$ cat src/rtl/life_row_scanner.sv
// Double-buffered 16x16 LED row scanner fed by the Life engine over valid/ready.
// Optional live-cell count of each displayed frame: define LIFE_POPCOUNT_EN.
module life_row_scanner #(
   parameter int ROW_HOLD = 4
) (
   input  logic         clk,
   input  logic         reset,
   input  logic         on,
   input  logic [255:0] frame_in,
   input  logic         frame_valid,
   output logic         frame_ready,
   output logic [15:0]  row_data,
   output logic [15:0]  row_sel,
   output logic [3:0]   row_idx,
   output logic         frame_start,
   output logic [8:0]   popcount,
   output logic         pop_valid
);
   typedef enum logic {IDLE, SCAN} state_t;
   localparam logic [15:0] HOLD_LAST = 16'(ROW_HOLD - 1);

   state_t        state, state_nxt;
   logic [255:0]  pending, active;
   logic          pending_full, loaded;
   logic [15:0]   hold, hold_nxt;
   logic [3:0]    row_cnt, row_cnt_nxt;
   logic          accept, swap, last_hold, show;

   assign accept    = frame_valid && frame_ready;
   assign last_hold = (hold == HOLD_LAST);
   assign show      = (state == SCAN) && on;

   // NOTE: every signal written here gets a default first, so no path can infer a latch.
   always_comb begin
      state_nxt   = state;
      hold_nxt    = hold;
      row_cnt_nxt = row_cnt;
      swap        = 1'b0;
      case (state)
         IDLE: begin
            swap        = pending_full;
            hold_nxt    = '0;
            row_cnt_nxt = '0;
            if (on && (loaded || pending_full)) state_nxt = SCAN;
         end
         SCAN: begin
            if (!on) begin
               state_nxt   = IDLE;
               hold_nxt    = '0;
               row_cnt_nxt = '0;
            end else if (last_hold) begin
               hold_nxt    = '0;
               row_cnt_nxt = row_cnt + 4'd1;
               swap        = pending_full && (row_cnt == 4'd15);
            end else begin
               hold_nxt    = hold + 16'd1;
            end
         end
         default: state_nxt = IDLE;
      endcase
   end

   // NOTE: sequential state uses non-blocking assignments so every register sees pre-edge values.
   always_ff @(posedge clk) begin
      if (reset) begin
         state   <= IDLE;
         hold    <= '0;
         row_cnt <= '0;
      end else begin
         state   <= state_nxt;
         hold    <= hold_nxt;
         row_cnt <= row_cnt_nxt;
      end
   end

   // NOTE: both frame buffers are cleared on reset so a discarded frame can never resurface.
   always_ff @(posedge clk) begin
      if (reset) begin
         pending      <= '0;
         active       <= '0;
         pending_full <= 1'b0;
         loaded       <= 1'b0;
         frame_ready  <= 1'b1;
      end else begin
         if (accept) pending <= frame_in;
         if (swap) begin
            active <= pending;
            loaded <= 1'b1;
         end
         // accept and swap are exclusive: accept needs pending empty, swap needs it full
         if (accept) begin
            pending_full <= 1'b1;
            frame_ready  <= 1'b0;
         end else if (swap) begin
            pending_full <= 1'b0;
            frame_ready  <= 1'b1;
         end
      end
   end

   // Output stage reads the active buffer before the edge, so row 15 of the old frame is never torn.
   always_ff @(posedge clk) begin
      if (reset || !show) begin
         row_sel     <= '0;
         row_data    <= '0;
         row_idx     <= '0;
         frame_start <= 1'b0;
      end else begin
         row_sel     <= 16'd1 << row_cnt;
         row_data    <= active[{row_cnt, 4'b0000} +: 16];
         row_idx     <= row_cnt;
         frame_start <= (hold == 16'd0) && (row_cnt == 4'd0);
      end
   end

`ifdef LIFE_POPCOUNT_EN
   logic [8:0] pop_sum;

   always_comb begin
      pop_sum = '0;
      for (int i = 0; i < 256; i++) pop_sum = pop_sum + {8'd0, pending[i]};
   end

   always_ff @(posedge clk) begin
      if (reset) begin
         popcount  <= '0;
         pop_valid <= 1'b0;
      end else begin
         pop_valid <= swap;
         if (swap) popcount <= pop_sum;
      end
   end
`else
   assign popcount  = '0;
   assign pop_valid = 1'b0;
`endif

endmodule

$ cat config.mk
export PLATFORM = sky130hd
export DESIGN_NAME = life_row_scanner
export DESIGN_NICKNAME = d
export VERILOG_FILES = /design/src/rtl/life_row_scanner.sv
export SDC_FILE = /design/constraint.sdc
export NUM_CORES = 1
export LEC_CHECK = 0
export BUFFER_PORTS_ARGS = -buffer_cell sky130_fd_sc_hd__buf_2
export CAP_MARGIN = 10
export CORE_ASPECT_RATIO = 1.4
export CORE_MARGIN = 1.5
export CORE_UTILIZATION = 55
export CTS_CLUSTER_DIAMETER = 60
export DETAILED_ROUTE_END_ITERATION = 10
export PLACE_DENSITY = 0.76
export REMOVE_ABC_BUFFERS = 1
export SLEW_MARGIN = 15
export SYNTH_ARGS = -nofsm -noshare
export SYNTH_HDL_FRONTEND = slang
export SYNTH_SLANG_ARGS = --single-unit
$ cat constraint.sdc
create_clock -name clk -period 2.29 [get_ports clk]
set_clock_uncertainty 0.05 [all_clocks]
set_input_delay 0.229 -clock clk [delete_from_list [all_inputs] [get_ports clk]]
set_output_delay 0.229 -clock clk [all_outputs]
set_load 0.02 [all_outputs]
==> results of run 1 <==
## worst min-delay path, cell delays in order
cell                      delay [ns]
sky130_fd_sc_hd__buf_2          0.11
sky130_fd_sc_hd__nand2_4        0.18
sky130_fd_sc_hd__nand2_1        0.12
sky130_fd_sc_hd__a21oi_1        0.05
## cell families (layout without fill, tap and decap cells)
family                     Yosys count  after routing  share of synthesized area
AOI/OAI and AO/OA                  802            802                      0.164
buffers and inverters              416            746                     0.0592
DFF                                573            573                      0.400
xor gates and xnor gates            10             10                    0.00306
muxes                               95             95                     0.0602
and+or+nand+nor                   1634           1634                      0.310
other                                1             10                   0.000131
adders and majority gates            8              8                    0.00349
## routing by layer
| metal | vias up | share of wire | wire (um) |
|---|---|---|---|
| li1 | 13400 | - | - |
| met1 | 13400 | 0.40 | 34100 |
| met2 | 1101 | 0.49 | 41500 |
| met3 | 265 | 0.058 | 4930 |
| met4 | 0 | 0.051 | 4290 |
| met5 | - | 0 | 0 |
## area by class of cell
class / instances / area [um2] / area share
multi-input cells: 2559 / 15600 / 0.445
flip-flops and latches: 573 / 11500 / 0.328
repair buffers: 641 / 5320 / 0.152
clock buffers: 79 / 1600 / 0.0456
well taps: 650 / 813 / 0.0232
clock inverters: 19 / 208 / 0.00593
inverters: 7 / 31.3 / 0.000893
## flip-flops by register name, indices dropped and copies added, names as in the netlist, 4 cells and up
name,cells
pending,256
row_cnt,4
row_idx,4
row_data,16
hold,16
active,256
row_sel,16
## synth_stat cells, drive strengths merged (2+ instances only)
| master | count | share of area |
|---|---|---|
| nand3 | 265 | 0.046 |
| xor2 | 8 | 0.0024 |
| inv | 7 | 0.00092 |
| nor2b | 258 | 0.056 |
| o21ai | 258 | 0.045 |
| nor3 | 4 | 0.00070 |
| a221o | 2 | 0.00070 |
| nor3b | 258 | 0.068 |
| mux2i | 33 | 0.012 |
| and3 | 22 | 0.0048 |
| mux4 | 62 | 0.049 |
| nand2 | 524 | 0.069 |
| a22o | 2 | 0.00061 |
| buf | 93 | 0.017 |
| clkbuf | 316 | 0.041 |
| xnor2 | 2 | 0.00061 |
| and2 | 5 | 0.0011 |
| nand4 | 265 | 0.058 |
| nor4 | 4 | 0.0015 |
| a21oi | 266 | 0.046 |
| ha | 8 | 0.0035 |
| dfxtp | 573 | 0.40 |
| o22ai | 14 | 0.0031 |
| nor2 | 20 | 0.0026 |
| a22oi | 258 | 0.068 |
| or3 | 3 | 0.00065 |
## cell usage in the layout (no fill, tap or decap), types with 3 or more instances in the layout
master / instances
sky130_fd_sc_hd__nand3_1: 265
sky130_fd_sc_hd__o21ai_1: 8
sky130_fd_sc_hd__xor2_1: 8
sky130_fd_sc_hd__inv_1: 5
sky130_fd_sc_hd__clkbuf_16: 56
sky130_fd_sc_hd__nand4_1: 265
sky130_fd_sc_hd__clkbuf_1: 12
sky130_fd_sc_hd__ha_1: 7
sky130_fd_sc_hd__nor3_1: 4
sky130_fd_sc_hd__nor4_2: 3
sky130_fd_sc_hd__o22ai_1: 14
sky130_fd_sc_hd__clkbuf_8: 11
sky130_fd_sc_hd__buf_12: 48
sky130_fd_sc_hd__and3_1: 22
sky130_fd_sc_hd__dfxtp_1: 571
sky130_fd_sc_hd__or3_1: 3
sky130_fd_sc_hd__and2_1: 4
sky130_fd_sc_hd__conb_1: 10
sky130_fd_sc_hd__bufinv_16: 4
sky130_fd_sc_hd__clkinv_2: 11
sky130_fd_sc_hd__nor2b_1: 257
sky130_fd_sc_hd__a22oi_1: 258
sky130_fd_sc_hd__nor3b_1: 258
sky130_fd_sc_hd__o21ai_0: 250
sky130_fd_sc_hd__buf_2: 296
sky130_fd_sc_hd__nand2_1: 522
sky130_fd_sc_hd__a21oi_1: 266
sky130_fd_sc_hd__mux2i_1: 33
sky130_fd_sc_hd__mux4_2: 62
sky130_fd_sc_hd__nor2_1: 19
sky130_fd_sc_hd__dlygate4sd3_1: 257
sky130_fd_sc_hd__buf_4: 39
## power groups by stage
stage | Clock (mW) | Sequential (mW) | Combinational (mW)
3_5_place_dp | 0 | 11.3 | 2.65
5_1_grt | 9.76 | 11.1 | 3.36
3_3_place_gp | 0 | 11.2 | 2.60
4_1_cts | 9.38 | 11.1 | 3.00
6_report | 9.27 | 11.1 | 3.06
2_1_floorplan | 0 | 11.1 | 1.82
## through the flow
| stage | cells | setup slack [ns] | total power [mW] | hold WS, ns | cell area [um2] |
|---|---|---|---|---|---|
| final | 4528 | 0.140 | 23.4 | 0.0773 | 35000 |
| after global routing | 4528 | 0.0555 | 24.3 | 0.103 | 35000 |
| after CTS | 4528 | 0.225 | 23.4 | 0.0496 | 35000 |
| after detailed placement | 4173 | 0.250 | 13.9 | 0.392 | 30600 |
| after global placement | 4173 | 0.275 | 13.8 | 0.387 | 30600 |
| after floorplan | 3139 | -15.96 | 13.0 | 0.248 | 27000 |
## worst min path at each step
stage,to,slack [ns]
after global routing,pending[255],0.10
after CTS,pending[227],0.05
after global placement,pending[159],0.39
after floorplan,loaded,0.25
final,pending[227],0.08
after detailed placement,pending[147],0.39
## timing repair
item / CTS / global route
hold buffers: 257 / 0
gates resized for setup: 0 / 0
hold endpoints to repair: 257 / 0
==> metrics, run 1 <==
outcome finished, final reports clean; Finished Core Util 0.683; cell internal power dissipation 17.5 mW; CTS clk-pin slew, worst paths 0.06 ns; htree depth 2; global-route wire length before repair 136,000 um; Clock Latency Late Sink 0.61 ns; capturing point of the worst reg2reg path active[214]; post-synthesis instance total 3,539; internal reg-to-reg setup slack 0.14 ns; critical path fanouts, max 185; clk sinks 573; distinct cell type count of the synthesized netlist 41; Sw Ratio 0.253; Final HPWL DP 47,000 um; required time of the critical path 2.72 ns; drt first pass iters 6; number of global-route vias before repair 27,000; relative max-transition margin 0.390; CP endpoint active[214]; leading register cell type out of synthesis sky130_fd_sc_hd__dfxtp_1; worst IR drop on VDD 0.000497 V; final worst path period need 2.15 ns; Placer Congestion 0.804; wire length per cell 18.7 um; most utilized layer in the global route result met2; portion of total power attributed to combinational logic 0.131; starting utilization of the core area 0.559; cell at the root of the clock tree sky130_fd_sc_hd__clkbuf_16; maximum number of pins on one net before global-route repair 208; number of inserted filler cells in the final layout 4,041; antenna violations before repair 0; slowest stage cell on the critical path sky130_fd_sc_hd__nor4_2; cell count of the worst reg-to-reg path 5; share of flip-flops with an asynchronous set or reset after synthesis 0; die footprint 53,500 um2; input/output buffers 297; per-instance average area after synthesis 8.10 um2; final hold vios 0; Setup-failing EPs final 0; Yosys warning count 0; Post-route DRC 0; Tot GR Track Use 0.306; Hold Path Stages 4; routing usage on met1 0.381; Post CTS Setup Buffer Count 0; element type at the critical path start register; count of nets after finishing 4,105; count of flip-flops with a built-in enable after synthesis 0; overall routed net length 84,800 um; sort of element at the end of the critical path register; max frequency 0.465 GHz; Clock Tree Buf Depth 3; arrival time of data at the critical path endpoint 2.58 ns; cell family contributing the most delay on the critical path simple AND/OR/NAND/NOR gates; Antenna Diode Count 0; routed via count 28,100; Clk network pwr share 0.396; M2 GR Usage 0.517; max_cap viols 0; Setup crit start hold[10]; CP cell instances nor4_2 > nand4_1 > buf_12 > o21ai_0 > nand3_1; kind of critical path register to register; number of buffer and inverter stages on the critical path 1; met3 capacity usage during global routing 0.0373; HP Class primary input to register; sequential area share after synthesis 0.400; Die Width 196 um; largest stage delay on the critical path 0.39 ns; Net Sw Power 5.91 mW; unrepaired setup endpoints after global routing no; Syn Std Cell Area 28,700 um2; origin of the worst min-delay path frame_valid; CTS tree done; static leakage 13.4 nW; ANT nets after route 0; crit share post-route 0.939; P per Cell Area 668 nW/um2; Yosys reg bits 573; sum of overflow across all layers after global routing 0; via density per instance 6.20; count of final max-slew check failures 0; cell count along the critical path 5; sum of negative setup slack 0 ns; reg-to-reg startpoint hold[10]; Std-Cell Core Area 51,300 um2; number of rows in the core area 98; Die H 273 um; number of violations reported at the end of detailed-routing iteration 0 2,777; Top Ports 308; layout cells sized above 1 0.141; total CTS buffers 55; transition at the pin with the smallest max-transition slack 0.914 ns; power share of the sequential group 0.473; Layout area overhead 22.2%
(Power assumes the default switching activity.)
==> run 2: changes to the inputs <==
--- a/config.mk
+++ b/config.mk
@@ -12,7 +12,7 @@
 export CORE_UTILIZATION = 55
 export CTS_CLUSTER_DIAMETER = 60
 export DETAILED_ROUTE_END_ITERATION = 10
-export PLACE_DENSITY = 0.76
+export PLACE_DENSITY_LB_ADDON = 0.25
 export REMOVE_ABC_BUFFERS = 1
 export SLEW_MARGIN = 15
 export SYNTH_ARGS = -nofsm -noshare
==> metrics, run 2 (synthesis results as in run 1) <==
antenna violations before repair 0; Clock Tree Buf Depth 3; Die H 273 um; arrival time of data at the critical path endpoint 2.63 ns; Placer Congestion 0.809; Final Power 23.7 mW; capturing point of the worst reg2reg path active[10]; drt first pass iters 6; number of rows in the core area 98; Hold Path Stages 3; highest-count cells in the layout ignoring fill and taps sky130_fd_sc_hd__dfxtp_1 (571), sky130_fd_sc_hd__nand2_1 (522), sky130_fd_sc_hd__buf_2 (296); element type at the critical path start register; CP cell instances nor4_2 > nand4_1 > buf_12 > o21ai_0 > nand3_1; internal reg-to-reg setup slack 0.09 ns; Std-Cell Core Area 51,300 um2; wire length the detailed router placed on met1 34,200 um; Detail Route met2 WL 41,100 um; Regs by FF count active: 256 flops, pending: 256 flops; wire length per cell 18.9 um; Final HPWL DP 48,500 um; max frequency 0.454 GHz; final hold vios 0; count of nets after finishing 4,086; final worst path period need 2.20 ns; unrepaired setup endpoints after global routing no; sort of element at the end of the critical path register; CTS tree done; cell count of the worst reg-to-reg path 5; layout cells sized above 1 0.140; count of final max-slew check failures 0; top layer used by detailed routing met4; Top Ports 308; ANT nets after route 0; Die Width 196 um; relative max-transition margin 0.410; Setup-failing EPs final 0; worst IR drop on VDD 0.000571 V; Placement Setup Slack 0.252 ns; cell at the root of the clock tree sky130_fd_sc_hd__clkbuf_16; routed via count 28,400; slowest stage cell on the critical path sky130_fd_sc_hd__nor4_2; critical path fanouts, max 144; starting utilization of the core area 0.559; number of violations reported at the end of detailed-routing iteration 0 2,982; max_cap viols 0; via density per instance 6.30; met3 wire len 5060 um; number of global-route vias before repair 27,800; Layout area overhead 21.7%; P per Cell Area 679 nW/um2; reg-to-reg startpoint hold[10]; static leakage 13.4 nW; global-route wire length before repair 137,000 um; slack of the critical path 0.0859 ns; Antenna Diode Count 0; most frequent standard cell in the layout excluding fill and tap cells sky130_fd_sc_hd__dfxtp_1; HP Class primary input to register; required time of the critical path 2.72 ns; outcome finished, final reports clean; origin of the worst min-delay path reset; WHS Endpoint pending[243]; crit share post-route 0.963; die footprint 53,500 um2; CTS clk-pin slew, worst paths 0.07 ns; number of resized instances in the post-cts repair step 0; transition at the pin with the smallest max-transition slack 0.885 ns; Clock Latency Late Sink 0.62 ns; sum of overflow across all layers after global routing 0; maximum number of pins on one net before global-route repair 145; Tot GR Track Use 0.308; htree depth 2; overall routed net length 85,200 um; clk sinks 573; largest stage delay on the critical path 0.39 ns; total CTS buffers 56; input/output buffers 297; Post-route DRC 0; kind of critical path register to register
## run 2: cell count changes in the layout (fill, tap and decap cells not counted), moves of 5 or more
cell / delta
sky130_fd_sc_hd__clkbuf_8: +5
sky130_fd_sc_hd__buf_12: -6
sky130_fd_sc_hd__clkbuf_1: -9
sky130_fd_sc_hd__clkinv_2: +9
sky130_fd_sc_hd__buf_4: -15
## run 2: cell type report
type,count,area [um2]
Inverter,7,31.3
Clock buffer,76,1660
Multi-Input combinational cell,2559,15600
Clock inverter,27,244
Fill cell,4030,16400
Tap cell,650,813
Sequential cell,573,11500
Timing Repair Buffer,621,5100
## run 2: critical path, delay by kind of cell, from the launching register on
family	cells	cell delay, ns
buffers and inverters	1	0.32
and+or+nand+nor	3	0.85
AOI/OAI and AO/OA	1	0.35
DFF	1	0.35
## run 2: how the worst max path moves through the flow
stage	startpoint	to	slack, ns	cells past startpoint
after floorplan	state	active[0]	-15.96	3
after global placement	row_cnt[0]	active[231]	0.34	6
after detailed placement	row_cnt[0]	active[55]	0.25	6
after CTS	hold[10]	active[92]	0.20	5
after global routing	hold[10]	active[44]	0.02	5
final	hold[10]	active[10]	0.09	5
## run 2: repair_timing
item | in CTS | in global routing
hold buffers | 258 | 0
endpoints found under the hold margin | 258 | 0
endpoints found under the setup margin | 0 | 1
setup buffers | 0 | 0
## run 2: layer usage
metal | global-route usage | vias up
li1 | - | 13300
met1 | 0.373 | 13600
met2 | 0.525 | 1175
met3 | 0.0367 | 285
met4 | 0.186 | 0
met5 | 0 | -
## run 2: stage by stage
| step | area (um2) | setup TNS [ns] | util | hold slack (ns) | instances |
|---|---|---|---|---|---|
| 2_1_floorplan | 27000 | -4984.73 | - | 0.248 | 3139 |
| 3_3_place_gp | 30400 | 0 | 0.593 | 0.389 | 4152 |
| 3_5_place_dp | 30400 | 0 | 0.593 | 0.392 | 4152 |
| 4_1_cts | 34900 | 0 | 0.681 | 0.0450 | 4513 |
| 5_1_grt | 34900 | 0 | 0.681 | 0.0777 | 4513 |
| 6_report | 34900 | 0 | 0.681 | 0.0763 | 4513 |
## run 2: report_power, final
group	switching, mW	internal [mW]
clock	4.08	5.50
sequential	0.362	10.7
combinational	1.57	1.46
